[config.mk]
export PLATFORM = sky130hd
export DESIGN_NAME = led_scan_controller
export DESIGN_NICKNAME = d
export VERILOG_FILES = /design/src/rtl/led_scan_controller.sv
export SDC_FILE = /design/constraint.sdc
export NUM_CORES = 1
export LEC_CHECK = 0
export BUFFER_PORTS_ARGS = -buffer_cell sky130_fd_sc_hd__buf_2
export CAP_MARGIN = 10
export CORE_MARGIN = 3
export CORE_UTILIZATION = 50
export DETAILED_ROUTE_END_ITERATION = 12
export HOLD_SLACK_MARGIN = 0.05
export PLACE_DENSITY = 0.71
export SLEW_MARGIN = 20
export SYNTH_ARGS = -nofsm -noshare
export SYNTH_HDL_FRONTEND = slang
export SYNTH_SLANG_ARGS = --single-unit
[constraint.sdc]
create_clock -name Clock -period 3.67 [get_ports Clock]
set_input_delay 0.1835 -clock Clock [delete_from_list [all_inputs] [get_ports Clock]]
set_output_delay 0.1835 -clock Clock [all_outputs]
set_load 0.1 [all_outputs]
[src/rtl/led_scan_controller.sv]
// Multiplexed scan driver for a common-cathode LED display with anti-ghost blank gaps,
// double-buffered frame content and optional leading-zero suppression.
module led_scan_controller #(
  parameter int NUM_DIGITS   = 4,
  parameter int DWELL_CYCLES = 32,
  parameter int BLANK_CYCLES = 2
) (
  input  logic                    Clock,
  input  logic                    Reset,
  input  logic                    Enable,
  input  logic                    LeadZeroBlank,
  input  logic [5*NUM_DIGITS-1:0] FrameData,
  input  logic                    FrameValid,
  output logic                    FrameReady,
  output logic                    SegA,
  output logic                    SegB,
  output logic                    SegC,
  output logic                    SegD,
  output logic                    SegE,
  output logic                    SegF,
  output logic                    SegG,
  output logic                    DP,
  output logic [NUM_DIGITS-1:0]   nDigit,
  output logic                    ScanWrap
);
  localparam int DIG_W = $clog2(NUM_DIGITS);
  localparam int CYC_W = $clog2(DWELL_CYCLES + BLANK_CYCLES + 1);

  typedef enum logic [1:0] {IDLE, BLANK, SHOW} state_t;

  state_t                  state, state_nxt;
  logic [DIG_W-1:0]        dig, dig_nxt;
  logic [CYC_W-1:0]        cyc, cyc_nxt;
  logic                    frame_start;
  logic [5*NUM_DIGITS-1:0] shadow, active;
  logic                    full;
  logic [NUM_DIGITS-1:0]   lz_mask;
  logic                    lz_seen;
  logic [4:0]              cur;
  logic [NUM_DIGITS-1:0]   ndigit_nxt;
  logic [6:0]              seg_nxt, seg_q;
  logic                    dp_nxt, wrap_nxt;

  function automatic logic [6:0] decode(input logic [3:0] code);
    case (code)
      4'd0:    return 7'h3F;
      4'd1:    return 7'h06;
      4'd2:    return 7'h5B;
      4'd3:    return 7'h4F;
      4'd4:    return 7'h66;
      4'd5:    return 7'h6D;
      4'd6:    return 7'h7D;
      4'd7:    return 7'h07;
      4'd8:    return 7'h7F;
      4'd9:    return 7'h6F;
      4'd10:   return 7'h40;
      default: return 7'h00;
    endcase
  endfunction

  always_ff @(posedge Clock) begin
    if (Reset) begin
      state <= IDLE;
      dig   <= '0;
      cyc   <= '0;
    end else begin
      state <= state_nxt;
      dig   <= dig_nxt;
      cyc   <= cyc_nxt;
    end
  end

  always_comb begin
    state_nxt   = state;
    dig_nxt     = dig;
    cyc_nxt     = cyc + 1'b1;
    frame_start = 1'b0;
    if (!Enable) begin
      state_nxt = IDLE;
      dig_nxt   = '0;
      cyc_nxt   = '0;
    end else begin
      case (state)
        IDLE: begin
          state_nxt   = BLANK;
          dig_nxt     = '0;
          cyc_nxt     = '0;
          frame_start = 1'b1;
        end
        BLANK: begin
          if (cyc == CYC_W'(BLANK_CYCLES - 1)) begin
            state_nxt = SHOW;
            cyc_nxt   = '0;
          end
        end
        SHOW: begin
          if (cyc == CYC_W'(DWELL_CYCLES - 1)) begin
            state_nxt = BLANK;
            cyc_nxt   = '0;
            if (dig == DIG_W'(NUM_DIGITS - 1)) begin
              dig_nxt     = '0;
              frame_start = 1'b1;
            end else begin
              dig_nxt = dig + 1'b1;
            end
          end
        end
        default: begin
          state_nxt = IDLE;
          dig_nxt   = '0;
          cyc_nxt   = '0;
        end
      endcase
    end
  end

  // Suppress zeros from the most significant digit down; digit 0 always shows.
  always_comb begin
    lz_mask = '0;
    lz_seen = 1'b0;
    for (int i = NUM_DIGITS - 1; i >= 1; i--) begin
      if (active[5*i +: 5] != 5'd0) lz_seen = 1'b1;
      lz_mask[i] = LeadZeroBlank && !lz_seen;
    end
  end

  // Outputs are built from the current state so segments and enables move together.
  always_comb begin
    cur        = active[5*dig +: 5];
    ndigit_nxt = '1;
    seg_nxt    = '0;
    dp_nxt     = 1'b0;
    wrap_nxt   = 1'b0;
    if (Enable) begin
      wrap_nxt = (state == BLANK) && (dig == '0) && (cyc == '0);
      if (state == SHOW) begin
        ndigit_nxt[dig] = 1'b0;
        if (!lz_mask[dig]) begin
          seg_nxt = decode(cur[3:0]);
          dp_nxt  = cur[4];
        end
      end
    end
  end

  always_ff @(posedge Clock) begin
    if (Reset) begin
      nDigit     <= '1;
      seg_q      <= '0;
      DP         <= 1'b0;
      ScanWrap   <= 1'b0;
      FrameReady <= 1'b1;
      full       <= 1'b0;
      active     <= {NUM_DIGITS{5'h0F}};
    end else begin
      nDigit   <= ndigit_nxt;
      seg_q    <= seg_nxt;
      DP       <= dp_nxt;
      ScanWrap <= wrap_nxt;
      if (frame_start && full) begin
        active     <= shadow;
        full       <= 1'b0;
        FrameReady <= 1'b1;
      end else if (FrameValid && FrameReady) begin
        shadow     <= FrameData;
        full       <= 1'b1;
        FrameReady <= 1'b0;
      end
    end
  end

  assign {SegG, SegF, SegE, SegD, SegC, SegB, SegA} = seg_q;

endmodule

After elaboration in Yosys (flattened, before gate mapping)
Memory sizes are Yosys's and may differ from the RTL's. A register that Yosys moved wholly into a read port is not among the register bits. Index checks and enable logic that the tools add are counted.

Reductions and logical operators: 24. Eq/ne operators: 7. Shifts and indexed selects: 1. Multiplexer cells: 20. Multipliers: 1. Magnitude comparators: 2. Add/sub/neg operators: 2. Bitwise gates (word level): 6.

Operators with widths (count): $shiftx 20x6->5 (1); $reduce_bool 5->1 (3); $mux 6 (2); $pmux 6 s2 (1); $logic_and 1x1->1 (8); $mux 1 (8); $mux 2 (4); $add 6x1->6 const B (1); $eq 6x1->1 const B (1); $eq 6x5->1 const B (1); $logic_not 6->1 (1); $pmux 2 s3 (1); $mul 3x2->5 const A (1); $not 1->1 (5); $eq 2x2->1 const B (2); $logic_not 2->1 (2); $ne 2x2->1 const B (2); $not 4->4 (1); $pmux 2 s2 (1); $reduce_and 2->1 (2); $reduce_or 2->1 (2); $reduce_or 4->1 (1); $logic_not 1->1 (3); $lt 2x3->1 const B (1); 8 further kinds (8).

Bits in read-only memories: 112. Word-level logic and storage cells: 74. Memories: 1. Register bits after elaboration: 58. Input port bits: 25. Output and inout bits: 14.

Memories: (no name shown) (words 16, width 7, read ports 1, clocked after Yosys merged registers in 1, write ports 0, line 45) `case (code)`.

Longest topological paths before layout
Depth after elaboration: 9. Depth in mapped cells: 9. Depth with buffers taken out: 7.

Worst setup path before layout
No wires, ideal clock.

Kind: register to register. From: register state[0]. To: register shadow[0], enable pin. Library setup time: 0.378 ns. Stages on the path, launching flop included: 9. Required time: 3.292 ns. Clock period less this slack: 2.196 ns. Slack: 1.474 ns. Arrival: 1.818 ns. Cells stage by stage: dfxtp_1 -> inv_1 -> ha_1 -> nand2_1 -> nor3_1 -> o211a_1 -> buf_2 -> nor2_1 -> and3_1.

Word-level cells in the longest chain between the ends: 6. Elaborated cells on any way between the ends: 7.

RTL lines: from (decl) (line 31) `state_t state, state_nxt;`; from (signal assigned) (line 67) `state <= state_nxt;`; $eq 2x2->1 or $logic_not 2->1 (tied branches) (line 83) `case (state)`; $pmux 1 s2 * (line 83); $mux 1 * (line 78) `if (!Enable) begin`; $logic_and 1x1->1 * (line 160) `if (frame_start && full) begin`; $not 1->1 (no line) *; $reduce_and 3->1 (no line) *; to (signal assigned) (line 165) `shadow <= FrameData;`; to (decl) (line 35) `logic [5*NUM_DIGITS-1:0] shadow, active;`.

Every way passes the cells marked *; elsewhere a longest branch is shown, timed or not. A chain may end at the register's enable or synchronous reset.

Final worst setup path
From: register dig[0]. To: register shadow[1], enable pin.

Word-level cells in the longest chain between the ends: 8.

RTL lines: from (decl) (line 32) `logic [DIG_W-1:0] dig, dig_nxt;`; from (signal assigned) (line 68) `dig <= dig_nxt;`; $eq 2x2->1 (line 100) `if (dig == DIG_W'(NUM_DIGITS - 1)) begin`; $mux 1 (line 100); $mux 1 (line 97) `if (cyc == CYC_W'(DWELL_CYCLES - 1)) begin`; $pmux 1 s2 (line 83); $mux 1 (line 78); $logic_and 1x1->1 (line 160); $not 1->1 (no line); $reduce_and 3->1 (no line).

Every way passes these cells.

==> flow_summary.ini <==
[status]
status = completed

[power]
power_frac_clock = 0.392
ir_worst_vdd_mv = 0.317
power.switching_mw = 0.325
total_power_mw = 1.45
p_leak_nw = 1.34
p_sw_frac = 0.224
combPwrFrac = 0.071
powerDensity_mw_per_mm2 = 428
pwr-share-seq = 0.536
internal_power_mw = 1.12

[sta]
fin_crit_ns = 2.33
slew_violations = 0
maxSlewHeadroom = 0.419
holdWs_ns = 0.0659
setup_ws_ns = 1.34
setup_viol = 0
fmaxAchievable_mhz = 429
clock_skew_ns = 0.00659
rsz0062_at_grt = no
fin_crit_sh = 0.635
worst_pin_slew_ns = 0.871
fin_tns_setup_ns = 0
finalHoldViolations = 0

[worst_setup_path]
worstPathArrival_ns = 2.29
crit_type = reg -> reg
regToRegSetupSlack_ns = 1.34
crit_path_end_kind = flop
required_ns = 3.63
cp_max_fo = 20
timing.rr.end = shadow[1]
rr_startpoint = dig[0]
worst_r2r_path_depth = 6
start_kind = flop

[logic_synthesis]
syn_nets = 302
yosys_warnings = 0
postSynthCellCount = 260
synth_flop_cell = dfxtp_1
synth_area_sq_mm = 0.00277
seq_area_frac_synth = 0.542
yosysUniqueCellTypes = 35
async_reset_ff_frac = 0
syn-mean-instance-area_sq_um = 10.6
synth_edf_count = 20
synth-seq-cells = 65

[detailed_routing]
first_iter_violations = 85
totalWireLength_um = 4950
drt_pass1_iterations = 5
num_vias = 1972
detail-route-antenna-nets = 0
avgRoutedWirePerCell_um = 12.5
avgViaCountPerCell = 4.99
route.detailed.drc = 0

[placement]
portBuffers = 38
pre_cts_slack_ns = 1.31
gp_congestion = 0.797
hpwlAfterDp_um = 3230

[clock_network]
cts.htree.levels = 3
path_clk_slew_ns = 0.07
insertion_delay_ns = 0.33
root_buffer = clkbuf_8
cts_tree = done
cts_sinks = 65
cts_buffers = 9
post-cts-setup-buffers = 0
cts_buffer_depth = 2

[floorplanning]
die_x_um = 80.4
start_util = 0.529
die_area_sq_mm = 0.00647
core-area_sq_mm = 0.00524
ios = 39
die_h_um = 80.4
rows = 26

[finish]
area_delta_synth_final_pct = 22.3
seqCellArea_sq_mm = 0.00150
filler_cell_count = 433
multi_input_area_sq_mm = 0.00117
drive_above_1_share = 0.191
fin_nets = 362
antenna_cells = 0

[grt]
gr-max-usage-layer = met2
gr-total-overflow = 0
grt_pass1_wl_um = 8550
grt.met2_usage = 0.265
grt_pass1_vias = 1869
met3_usage = 0.0628
gr-usage-met1 = 0.227
grt_usage = 0.174
grt_max_degree = 41
antenna_found_initial = 0

[worst_hold_path]
hp-start = FrameValid
min_path_type = in -> reg
hold_depth = 2
hold-path-endpoint = FrameReady

[job]
maxCapViolCount = 0
## area by class of cell
type,count,area share
clock buffer,12,0.0399
inverter,13,0.0144
sequential,65,0.443
timing repair buffer,59,0.118
tap,70,0.0259
multi-input combinational,172,0.346
clock inverter,4,0.0133
## worst max-delay path, stage by stage (launching register included)
cell	delay (ns)
dfxtp_1	0.46
ha_1	0.31
nand2_1	0.07
nor3_1	0.04
o211a_1	0.22
nor2_1	0.11
and3_1	0.75
## kinds of logic (layout without fill, tap and decap cells)
group           count (synthesis)  in the layout  synth area share
compound gates                 36             36            0.0750
flops                          65             65             0.542
fa+ha+maj                      17             17            0.0768
mux                            16             16            0.0840
xor+xnor                        8              8            0.0253
buf+inv                        23             88            0.0352
simple gates                   95             95             0.161
## flip-flops by register name (all words and copies together), names as in the netlist
register	count
nDigit	4
state	2
ScanWrap	1
DP	1
cyc	6
full	1
shadow	20
FrameReady	1
dig	2
active	20
seg_q	7
## through the flow
step	instance area (sq um)	std cells	util
after floorplan	2770	260	-
after global placement	3010	359	0.574
after detailed placement	3010	359	0.574
after CTS	3390	395	0.646
after global routing	3390	395	0.646
final	3390	395	0.646
## metal layers
layer,vias to the layer above,routed length (um)
li1,1029,-
met1,887,2360
met2,48,2250
met3,8,268
met4,0,68
met5,-,0
## cells in the final DEF, fill, tap and decap left out, drive strengths merged, types with 7 or more instances in the layout
cell type / count
ha: 17
a21oi: 26
dfxtp: 45
nand2: 7
dlygate4sd3: 20
nor3: 24
nor2: 41
mux2i: 9
inv: 13
edfxtp: 20
buf: 39
clkbuf: 12
## synthesized netlist by cell type (3+ instances only)
cell / n / area [sq um]
nor2b_1: 4 / 25.0
ha_1: 17 / 213
mux2i_1: 9 / 90.1
inv_1: 13 / 48.8
o21ai_0: 3 / 15.0
xor2_1: 3 / 26.3
buf_2: 3 / 15.0
mux4_2: 3 / 67.6
nor3_1: 24 / 120
nand2_1: 7 / 26.3
dfxtp_1: 45 / 901
nand3_1: 6 / 30.0
or3_1: 3 / 18.8
a21oi_1: 25 / 125
edfxtp_1: 20 / 601
nor2_1: 41 / 154
xnor2_1: 5 / 43.8
nand2b_1: 3 / 18.8
clkbuf_1: 6 / 22.5
## power groups by stage
stage	registers, mW	clock network [mW]	logic (mW)
floorplan	0.797	0	0.0545
global placement	0.792	0	0.0844
detailed placement	0.792	0	0.0860
CTS	0.776	0.580	0.103
global route	0.778	0.620	0.116
finish	0.777	0.568	0.103
## worst max path at each step
stage,start,endpoint,slack (ns)
3_5_place_dp,dig[0],shadow[3],1.31
3_3_place_gp,dig[0],shadow[3],1.37
6_report,dig[0],shadow[1],1.34
5_1_grt,dig[0],shadow[1],1.11
4_1_cts,dig[0],shadow[1],1.30
2_1_floorplan,state[0],shadow[0],1.47
## what timing repair did
action | 4_1_cts | 5_1_grt
hold buffers | 20 | 0
resized for setup | 0 | 0
endpoints found under the setup margin | 0 | 0
endpoints found under the hold margin | 20 | 0
(Power assumes the default switching activity.)
